$ cat src/rtl/y86_pkg.sv
// Shared Y86-64 SEQ definitions: status codes, instruction codes,
// sequencer state encoding and the stage-enable bundle.
package y86_pkg;

    localparam logic [3:0] STAT_AOK = 4'd8;
    localparam logic [3:0] STAT_HLT = 4'd2;
    localparam logic [3:0] STAT_ADR = 4'd1;
    localparam logic [3:0] STAT_INS = 4'd4;

    localparam logic [3:0] I_HALT   = 4'h0;
    localparam logic [3:0] I_NOP    = 4'h1;
    localparam logic [3:0] I_RRMOVQ = 4'h2;
    localparam logic [3:0] I_IRMOVQ = 4'h3;
    localparam logic [3:0] I_RMMOVQ = 4'h4;
    localparam logic [3:0] I_MRMOVQ = 4'h5;
    localparam logic [3:0] I_OPQ    = 4'h6;
    localparam logic [3:0] I_JXX    = 4'h7;
    localparam logic [3:0] I_CALL   = 4'h8;
    localparam logic [3:0] I_RET    = 4'h9;
    localparam logic [3:0] I_PUSHQ  = 4'hA;
    localparam logic [3:0] I_POPQ   = 4'hB;

    typedef enum logic [3:0] {
        ST_IDLE,
        ST_FETCH,
        ST_DECODE,
        ST_EXECUTE,
        ST_MEMORY,
        ST_WRITEBACK,
        ST_PCUPD,
        ST_PAUSE,
        ST_STOPPED
    } seq_state_e;

    typedef struct packed {
        logic fetch;
        logic decode;
        logic execute;
        logic memory;
        logic writeback;
        logic pc;
    } stage_en_t;

    // Only the six active stages strobe; IDLE, PAUSE and STOPPED are quiet.
    function automatic stage_en_t stage_en(seq_state_e s);
        stage_en_t e;
        e = '0;
        unique case (s)
            ST_FETCH:     e.fetch     = 1'b1;
            ST_DECODE:    e.decode    = 1'b1;
            ST_EXECUTE:   e.execute   = 1'b1;
            ST_MEMORY:    e.memory    = 1'b1;
            ST_WRITEBACK: e.writeback = 1'b1;
            ST_PCUPD:     e.pc        = 1'b1;
            default:      e           = '0;
        endcase
        return e;
    endfunction

endpackage

$ cat src/rtl/y86_seq_ctrl_if.sv
// Host/stage side bundle of the SEQ sequencer: fault inputs, next PC,
// and the strobes, PC, status and counters it drives back.
interface y86_seq_ctrl_if #(
    parameter int PC_W  = 64,
    parameter int CNT_W = 32
);
    logic             start;
    logic             in_error;
    logic             flag_halt;
    logic             bad_mem;
    logic             bad_mem2;
    logic [PC_W-1:0]  p_ctr_final;
    logic             step;

    logic [PC_W-1:0]  p_ctr;
    logic             fetch_en;
    logic             decode_en;
    logic             execute_en;
    logic             memory_en;
    logic             writeback_en;
    logic             pc_en;
    logic [3:0]       stat;
    logic [CNT_W-1:0] retired;
    logic             done;
    logic             budget_hit;

    modport master (
        output start, in_error, flag_halt, bad_mem, bad_mem2,
        output p_ctr_final, step,
        input  p_ctr, fetch_en, decode_en, execute_en,
        input  memory_en, writeback_en, pc_en,
        input  stat, retired, done, budget_hit
    );

    modport slave (
        input  start, in_error, flag_halt, bad_mem, bad_mem2,
        input  p_ctr_final, step,
        output p_ctr, fetch_en, decode_en, execute_en,
        output memory_en, writeback_en, pc_en,
        output stat, retired, done, budget_hit
    );

endinterface

$ cat src/rtl/y86_stat_prio.sv
// Fetch-stage fault priority: invalid instruction beats bad
// instruction address, which beats halt.
module y86_stat_prio
    import y86_pkg::*;
(
    input  logic       in_error_i,
    input  logic       bad_mem_i,
    input  logic       flag_halt_i,
    output logic       fault_o,
    output logic [3:0] code_o
);

    always_comb begin
        fault_o = in_error_i | bad_mem_i | flag_halt_i;
        code_o  = STAT_AOK;
        if (in_error_i) begin
            code_o = STAT_INS;
        end else if (bad_mem_i) begin
            code_o = STAT_ADR;
        end else if (flag_halt_i) begin
            code_o = STAT_HLT;
        end
    end

endmodule

$ cat src/rtl/y86_seq_ctrl.sv
// Multi-cycle SEQ sequencer: stage strobes, PC, status, retire count.
// Define SEQ_STEP_EN to pause after every instruction until a step pulse.
module y86_seq_ctrl
    import y86_pkg::*;
#(
    parameter int              PC_W      = 64,
    parameter int              CNT_W     = 32,
    parameter logic [PC_W-1:0] RESET_PC  = '0,
    parameter int              MAX_INSNS = 0
) (
    input logic           clock,
    input logic           reset,
    y86_seq_ctrl_if.slave bus
);

    localparam bit               BUDGET_ON = (MAX_INSNS != 0);
    localparam logic [CNT_W-1:0] BUDGET    = CNT_W'(MAX_INSNS);

`ifdef SEQ_STEP_EN
    localparam seq_state_e AFTER_PCUPD = ST_PAUSE;
`else
    localparam seq_state_e AFTER_PCUPD = ST_FETCH;
`endif

    seq_state_e       state_q, state_d;
    logic [PC_W-1:0]  p_ctr_q, p_ctr_d;
    logic [3:0]       stat_q, stat_d;
    logic [CNT_W-1:0] retired_q, retired_d;
    logic             budget_q, budget_d;

    logic             fault;
    logic [3:0]       fault_code;
    logic [CNT_W-1:0] retired_inc;
    logic             budget_stop;
    stage_en_t        en;

    y86_stat_prio u_prio (
        .in_error_i  (bus.in_error),
        .bad_mem_i   (bus.bad_mem),
        .flag_halt_i (bus.flag_halt),
        .fault_o     (fault),
        .code_o      (fault_code)
    );

    assign retired_inc = (&retired_q) ? retired_q
                                      : retired_q + CNT_W'(1);
    assign budget_stop = BUDGET_ON && (retired_inc == BUDGET);

    always_ff @(posedge clock or posedge reset) begin
        if (reset) begin
            state_q <= ST_IDLE;
        end else begin
            state_q <= state_d;
        end
    end

    always_comb begin
        state_d = state_q;
        unique case (state_q)
            ST_IDLE: begin
                if (bus.start) state_d = ST_FETCH;
            end
            ST_FETCH: begin
                state_d = fault ? ST_STOPPED : ST_DECODE;
            end
            ST_DECODE:    state_d = ST_EXECUTE;
            ST_EXECUTE:   state_d = ST_MEMORY;
            ST_MEMORY: begin
                state_d = bus.bad_mem2 ? ST_STOPPED : ST_WRITEBACK;
            end
            ST_WRITEBACK: state_d = ST_PCUPD;
            ST_PCUPD: begin
                state_d = budget_stop ? ST_STOPPED : AFTER_PCUPD;
            end
            ST_PAUSE: begin
`ifdef SEQ_STEP_EN
                if (bus.step) state_d = ST_FETCH;
`else
                state_d = ST_FETCH;
`endif
            end
            ST_STOPPED:   state_d = ST_STOPPED;
            default:      state_d = ST_IDLE;
        endcase
    end

    always_comb begin
        en = stage_en(state_q);
    end

    // Architectural state only changes in the state that owns each input.
    always_comb begin
        p_ctr_d   = p_ctr_q;
        stat_d    = stat_q;
        retired_d = retired_q;
        budget_d  = budget_q;
        unique case (state_q)
            ST_IDLE: begin
                if (bus.start) p_ctr_d = RESET_PC;
            end
            ST_FETCH: begin
                if (fault) stat_d = fault_code;
            end
            ST_MEMORY: begin
                if (bus.bad_mem2) stat_d = STAT_ADR;
            end
            ST_PCUPD: begin
                p_ctr_d   = bus.p_ctr_final;
                retired_d = retired_inc;
                budget_d  = budget_stop;
            end
            default: begin
                p_ctr_d = p_ctr_q;
            end
        endcase
    end

    always_ff @(posedge clock or posedge reset) begin
        if (reset) begin
            p_ctr_q   <= RESET_PC;
            stat_q    <= STAT_AOK;
            retired_q <= '0;
            budget_q  <= 1'b0;
        end else begin
            p_ctr_q   <= p_ctr_d;
            stat_q    <= stat_d;
            retired_q <= retired_d;
            budget_q  <= budget_d;
        end
    end

`ifndef SEQ_STEP_EN
    logic step_unused;
    assign step_unused = bus.step;
`endif

    assign bus.p_ctr        = p_ctr_q;
    assign bus.stat         = stat_q;
    assign bus.retired      = retired_q;
    assign bus.budget_hit   = budget_q;
    assign bus.done         = (state_q == ST_STOPPED);
    assign bus.fetch_en     = en.fetch;
    assign bus.decode_en    = en.decode;
    assign bus.execute_en   = en.execute;
    assign bus.memory_en    = en.memory;
    assign bus.writeback_en = en.writeback;
    assign bus.pc_en        = en.pc;

endmodule

$ cat src/flat_wrapper.sv
// flat-port wrapper written by rule: the top's interface ports become plain ports
module y86_seq_ctrl_flat import y86_pkg::*;
#(
    parameter int              PC_W      = 64,
    parameter int              CNT_W     = 32,
    parameter logic [PC_W-1:0] RESET_PC  = '0,
    parameter int              MAX_INSNS = 0
)
  (clock, reset, bus_start, bus_in_error, bus_flag_halt, bus_bad_mem, bus_bad_mem2, bus_p_ctr_final, bus_step, bus_p_ctr, bus_fetch_en, bus_decode_en, bus_execute_en, bus_memory_en, bus_writeback_en, bus_pc_en, bus_stat, bus_retired, bus_done, bus_budget_hit);
  y86_seq_ctrl_if #(.PC_W(PC_W), .CNT_W(CNT_W)) bus_i ();
  input logic clock;
  input logic reset;
  input wire logic [$bits(bus_i.start)-1:0] bus_start;
  input wire logic [$bits(bus_i.in_error)-1:0] bus_in_error;
  input wire logic [$bits(bus_i.flag_halt)-1:0] bus_flag_halt;
  input wire logic [$bits(bus_i.bad_mem)-1:0] bus_bad_mem;
  input wire logic [$bits(bus_i.bad_mem2)-1:0] bus_bad_mem2;
  input wire logic [$bits(bus_i.p_ctr_final)-1:0] bus_p_ctr_final;
  input wire logic [$bits(bus_i.step)-1:0] bus_step;
  output wire logic [$bits(bus_i.p_ctr)-1:0] bus_p_ctr;
  output wire logic [$bits(bus_i.fetch_en)-1:0] bus_fetch_en;
  output wire logic [$bits(bus_i.decode_en)-1:0] bus_decode_en;
  output wire logic [$bits(bus_i.execute_en)-1:0] bus_execute_en;
  output wire logic [$bits(bus_i.memory_en)-1:0] bus_memory_en;
  output wire logic [$bits(bus_i.writeback_en)-1:0] bus_writeback_en;
  output wire logic [$bits(bus_i.pc_en)-1:0] bus_pc_en;
  output wire logic [$bits(bus_i.stat)-1:0] bus_stat;
  output wire logic [$bits(bus_i.retired)-1:0] bus_retired;
  output wire logic [$bits(bus_i.done)-1:0] bus_done;
  output wire logic [$bits(bus_i.budget_hit)-1:0] bus_budget_hit;
  assign bus_i.start = bus_start;
  assign bus_i.in_error = bus_in_error;
  assign bus_i.flag_halt = bus_flag_halt;
  assign bus_i.bad_mem = bus_bad_mem;
  assign bus_i.bad_mem2 = bus_bad_mem2;
  assign bus_i.p_ctr_final = bus_p_ctr_final;
  assign bus_i.step = bus_step;
  assign bus_p_ctr = bus_i.p_ctr;
  assign bus_fetch_en = bus_i.fetch_en;
  assign bus_decode_en = bus_i.decode_en;
  assign bus_execute_en = bus_i.execute_en;
  assign bus_memory_en = bus_i.memory_en;
  assign bus_writeback_en = bus_i.writeback_en;
  assign bus_pc_en = bus_i.pc_en;
  assign bus_stat = bus_i.stat;
  assign bus_retired = bus_i.retired;
  assign bus_done = bus_i.done;
  assign bus_budget_hit = bus_i.budget_hit;
  y86_seq_ctrl #(.PC_W(PC_W), .CNT_W(CNT_W), .RESET_PC(RESET_PC), .MAX_INSNS(MAX_INSNS)) u_core (.clock(clock), .reset(reset), .bus(bus_i));
endmodule
$ cat config.mk
export PLATFORM = sky130hd
export DESIGN_NAME = y86_seq_ctrl_flat
export DESIGN_NICKNAME = d
export VERILOG_FILES = /design/src/rtl/y86_pkg.sv /design/src/rtl/y86_seq_ctrl_if.sv /design/src/rtl/y86_stat_prio.sv /design/src/rtl/y86_seq_ctrl.sv /design/src/flat_wrapper.sv
export SDC_FILE = /design/constraint.sdc
export NUM_CORES = 1
export LEC_CHECK = 0
export ABC_AREA = 0
export BUFFER_PORTS_ARGS = -buffer_cell sky130_fd_sc_hd__buf_2
export CORE_MARGIN = 10
export CORE_UTILIZATION = 40
export CTS_BUF_LIST = sky130_fd_sc_hd__clkbuf_8 sky130_fd_sc_hd__clkbuf_16
export CTS_CLUSTER_SIZE = 25
export DETAILED_ROUTE_END_ITERATION = 8
export PLACE_DENSITY = 0.71
export SLEW_MARGIN = 20
export SYNTH_ARGS = -nofsm -noshare
export SYNTH_HDL_FRONTEND = slang
export SYNTH_SLANG_ARGS = --single-unit
export TNS_END_PERCENT = 20
$ cat constraint.sdc
create_clock -name clock -period 3.15 [get_ports clock]
set_input_delay 0.315 -clock clock [delete_from_list [all_inputs] [get_ports clock]]
set_output_delay 0.315 -clock clock [all_outputs]
set_load 0.05 [all_outputs]
After elaboration in Yosys (flattened, before gate mapping)

Cells that the tools add are included.

Input port bits: 72
Logic and storage cells: 45
Bits in registers: 104

Mux-type cells: 18
Reductions and logical operators: 8
Equal/unequal tests: 11
Add/sub/neg operators: 1
Bitwise logic cells: 3

Operator list:

| cell                                                                    | number |
|---|---|
| 64-bit case mux with 2 select lines                                     | 1 |
| 64-bit two-way mux                                                      | 1 |
| 32-bit by 1-bit adder with 32-bit output, second input constant         | 1 |
| 4-bit two-way mux                                                       | 8 |
| 4-bit case mux with 8 select lines                                      | 1 |
| 32-bit AND reduction                                                    | 1 |
| 4-bit by 3-bit == test with 1-bit output, second input constant         | 4 |
| 4-bit by 2-bit == test with 1-bit output, second input constant         | 2 |
| 4-bit case mux with 2 select lines                                      | 1 |
| 1-bit two-way mux                                                       | 6 |
| 4-bit by 1-bit == test with 1-bit output, second input constant         | 1 |
| 4-bit == test, second input constant                                    | 1 |
| 4-bit logical NOT                                                       | 1 |
| 2-bit inequality test, second input constant                            | 2 |
| 2-bit AND reduction                                                     | 2 |
| 2-bit nonzero test                                                      | 2 |
| 3-bit AND reduction                                                     | 1 |
| 2-bit by 1-bit inequality test with 1-bit output, second input constant | 1 |
| 1-bit bitwise OR                                                        | 2 |
| 2-bit OR reduction                                                      | 1 |
| 1-bit inverter                                                          | 1 |

Longest topological paths before layout

Depth in word-level cells: 5
Gate-level depth with buffers: 7
Mapped depth without buffers: 6

Cells and area by module

A second synthesis with hierarchy kept.

Cell total of the unflattened synthesis: 346
Area, all modules: 4317.9 µm²

Modules (own cells, without submodules):

| module        | times used | cells an instance | area an instance (µm²) |
|---|---|---|---|
| y86_seq_ctrl  | 1          | 341               | 4285.4 |
| y86_stat_prio | 1          | 5                 | 32.5 |

Worst setup path after synthesis

No wires, ideal clock.

Kind: reg-to-reg
Start point: reg u_core.state_q[1]
End point: reg u_core.state_q[3]
Period minus slack after synthesis: 2.516 ns
Path buffers: 0
Arrival time: 2.443 ns
Slack: 0.634 ns
Stages on the path, launching flop included: 3
Setup time: 0.073 ns
Cells stage by stage: dfrtp_1 -> nor4b_1 -> or2_2

Elaborated cells between the ends (all ways): 12
Classes of those cells: eq/ne: 9; mux: 1; reduce/logical: 2

RTL lines:

| element                            | line               | source |
|---|---|---|
| from (decl)                        | y86_seq_ctrl.sv:25 | `seq_state_e state_q, state_d;` |
| from (signal assigned)             | y86_seq_ctrl.sv:53 | `state_q <= state_d;` |
| 4-bit == test                      | -                  |  |
| via bus_done                       | flat_wrapper.sv:29 | `output wire logic [$bits(bus_i.done)-1:0] bus_done;` |
| 4-bit case mux with 8 select lines | y86_seq_ctrl.sv:59 | `unique case (state_q)` |

The timed path passes the listed nets, and every way through them passes these cells.
A chain may end at the register's enable or synchronous reset.

Worst setup path in the final report

Start point: reg u_core.state_q[0]
End point: out bus_pc_en

Cells in the longest elaborated chain, start to end: 2

Ends and longest elaborated chain:

| element                                  | line               | source |
|---|---|---|
| 4-bit by 3-bit == test with 1-bit output | y86_pkg.sv:48      | `unique case (s)` |
| 1-bit two-way mux                        | y86_pkg.sv:48      |  |
| to (decl)                                | flat_wrapper.sv:26 | `output wire logic [$bits(bus_i.pc_en)-1:0] bus_pc_en;` |

Every way passes these cells.

==> impl_metrics.yaml <==
global_route:
  grt_pass1_wl_um: 18040
  track_usage_pct: 15.11
  gr-total-overflow: 0
  grt_max_degree: 65
  grt_pass1_vias: 3244
  grt_antenna_before_repair: 0
sta:
  rsz0062_at_grt: "no"
  worst_pin_slew_ns: 0.7495
  period_needed_ns: 2.445
  timing.final.setup_violations: 0
  fmax_mhz: 409.1
  max_slew_margin_pct: 49.87
  fin_skew_ns: 0.006349
  finalMaxSlewViolations: 0
  final_hold_viol_count: 0
  finalCritPeriodShare_pct: 77.61
  tns_ns: 0
worst_setup_path:
  startpoint: "u_core.state_q[0]"
  r2r-start: "u_core.bus.retired[0]"
  crit_fanout: 32
  r2r_end: "u_core.bus.retired[1]"
  crit_type: "flip-flop to primary output"
  rrSetupSlack_ns: 0.90
  end_kind: "primary output"
  endpoint: "bus_pc_en"
  cp-start-kind: "flip-flop"
  cp_data_arrival_time_ns: 2.13
  cp.required_ns: 2.83
  reg2reg_depth: 5
floorplan:
  core.rowCount: 37
  start_util_pct: 41.26
  dieArea_mm2: 0.01524
  design.core.area_mm2: 0.01037
  die_h_um: 123.4
  ios: 180
  die_w_um: 123.4
clock_network:
  cts_sinks: 104
  cts_hold_buf: 1
  post-cts-setup-buffer-count: 0
  ctsResizeCount: 0
  cts_buffers: 9
  htreeDepth: 3
  cts_tree: "built"
  clock_latency_ns: 0.37
  clkTransAtPathRegs_ns: 0.10
  cts_root_buf: "clkbuf_8"
  clockBufferDepth: 2
synth:
  yosysTopAreaCell: "dfrtp_1"
  synth_top_family_by_area: "compound AO/OA/AOI/OAI gates"
  avgSynthCellArea_um2: 12.66
  synth_xor_area_share_pct: 6.140
  synth_top_area_share_pct: 60.23
  syn_nets: 411
  synth.distinct_cells: 42
  syn_area_mm2: 0.004279
  syn_inst: 338
  synth-compound-area-share_pct: 14.56
  synthSimpleGateAreaFrac_pct: 13.54
  ys_seq_area_share_pct: 60.85
  synth_area_leaders: "dfrtp_1, a22o_1, xnor2_1"
  ys_ff_latch: 104
  synth_fa_ha_area_share_pct: 0.2924
  yosysWarnings: 0
  synthMuxAreaShare_pct: 1.491
cells_and_area:
  drive_above_1_share_pct: 40.78
  final_nets: 583
  diodes: 0
  area_growth_syn_to_layout_pct: 28.63
  post-route-util_pct: 53.08
  mostFrequentLayoutCell: "buf_2"
  post-route-cell-area_mm2: 0.005504
  layout_common_cells: "buf_2, dfrtp_1, a22o_1, xnor2_1, nand4_1"
placement:
  dpl-instance-area_mm2: 0.005270
  io_buffer_count: 177
  dpl.hpwl_um: 9067
  gp_congestion: 0.8682
run:
  maxCapViolCount: 0
drt:
  wl_per_cell_um: 18.64
  first_pass_iters: 4
  drt-total-wl_um: 12140
  drt_iter0_markers: 243
  vias: 3371
  viasPerCell: 5.178
  drc: 0
  postRouteAntennaNets: 0
worst_hold_path:
  hp-class: "primary input to flip-flop"
pwr:
  power_frac_seq_pct: 50.6
  power_frac_clock_pct: 32.2
  switching_share_pct: 30.01
  vdd_drop_max_v: 0.0002692
  power.density_mw_per_mm2: 508.3
  power_frac_comb_pct: 17.2
  p_leak_nw: 3.032
  p_sw_w: 0.0008395
  internal_power_w: 0.001958
outcome:
  status: "complete, no violations"
==> worst min-delay path by stage <==
stage	start	to	cells after the start	slack (ns)
final	bus_p_ctr_final[46]	u_core.bus.p_ctr[46]	2	0.16
after global routing	bus_p_ctr_final[53]	u_core.bus.p_ctr[53]	2	0.14
after CTS	bus_p_ctr_final[12]	u_core.bus.p_ctr[12]	2	0.15
after detailed placement	reset	u_core.bus.p_ctr[23]	2	0.39
after global placement	reset	u_core.bus.p_ctr[21]	2	0.38
after floorplan	bus_in_error	u_core.bus.stat[2]	2	0.45
==> power by group through the flow <==
stage | logic (W) | registers [W] | clock network, W
3_5_place_dp | 0.000483 | 0.00144 | 0
4_1_cts | 0.000484 | 0.00141 | 0.000925
3_3_place_gp | 0.000475 | 0.00144 | 0
2_1_floorplan | 0.000269 | 0.00152 | 0
6_report | 0.000481 | 0.00142 | 0.000901
5_1_grt | 0.000514 | 0.00142 | 0.000992
==> synth_stat cells (all sizes together) <==
library cell and number:
a211oi 2, a21oi 2, a22o 64, a31oi 1, and3 5, and4 1
buf 12, clkbuf 7, conb 1, dfrtp 103, dfstp 1, ha 1
inv 9, mux2 3, mux2i 3, nand2 13, nand2b 2, nand3 15
nand4 17, nand4b 1, nand4bb 1, nor2 16, nor2b 3, nor3 3
nor4 8, nor4b 3, o21ai 3, or2 2, or3 5, or4 1
xnor2 19, xor2 11
==> kinds of logic after synthesis <==
family,Yosys count
compound gates,72
xor+xnor,30
fa+ha+maj,1
buf+inv,28
flops,104
mux,6
other cells,1
simple gates,96
==> worst max-delay path, stage by stage (launching register included) <==
cell and delay [ns]:
dfrtp_1 0.46, nand4bb_1 0.36, inv_2 0.55, buf_2 0.39
==> state kept, by name, summed over array words and instances, names as in the netlist <==
signal              flops
u_core.bus.p_ctr       64
u_core.bus.stat         4
u_core.bus.retired     32
u_core.state_q          4
==> metrics by stage <==
step,setup WS [ns],instances,hold WS (ns),total power [W]
after floorplan,0.1045,338,0.4526,0.001787
after global placement,0.9733,634,0.3847,0.001911
after detailed placement,0.8888,634,0.3917,0.001923
after CTS,0.6615,651,0.1500,0.002823
after global routing,0.5509,651,0.1370,0.002928
final,0.7053,651,0.1627,0.002798
==> per-layer routing <==
metal  vias up  share of wire [%]  global-route usage, %  routed length, um
li1       1591                  -                      -                  -
met1      1644                 43                  18.98               5162
met2       124                 47                  24.37               5684
met3        12                9.6                  5.150               1168
met4         0                1.0                  4.148                121
met5         -                  0                      0                  0
==> area by class of cell <==
cell class	instances	area [um2]
Clock buffer	9	123.9
Clock inverter	7	96.34
Fill cell	940	4866
Inverter	9	36.28
Multi-Input combinational cell	206	1550
Sequential cell	104	2604
Tap cell	136	170.2
Timing Repair Buffer	180	923.4
Power figures use the tool's default switching activity.
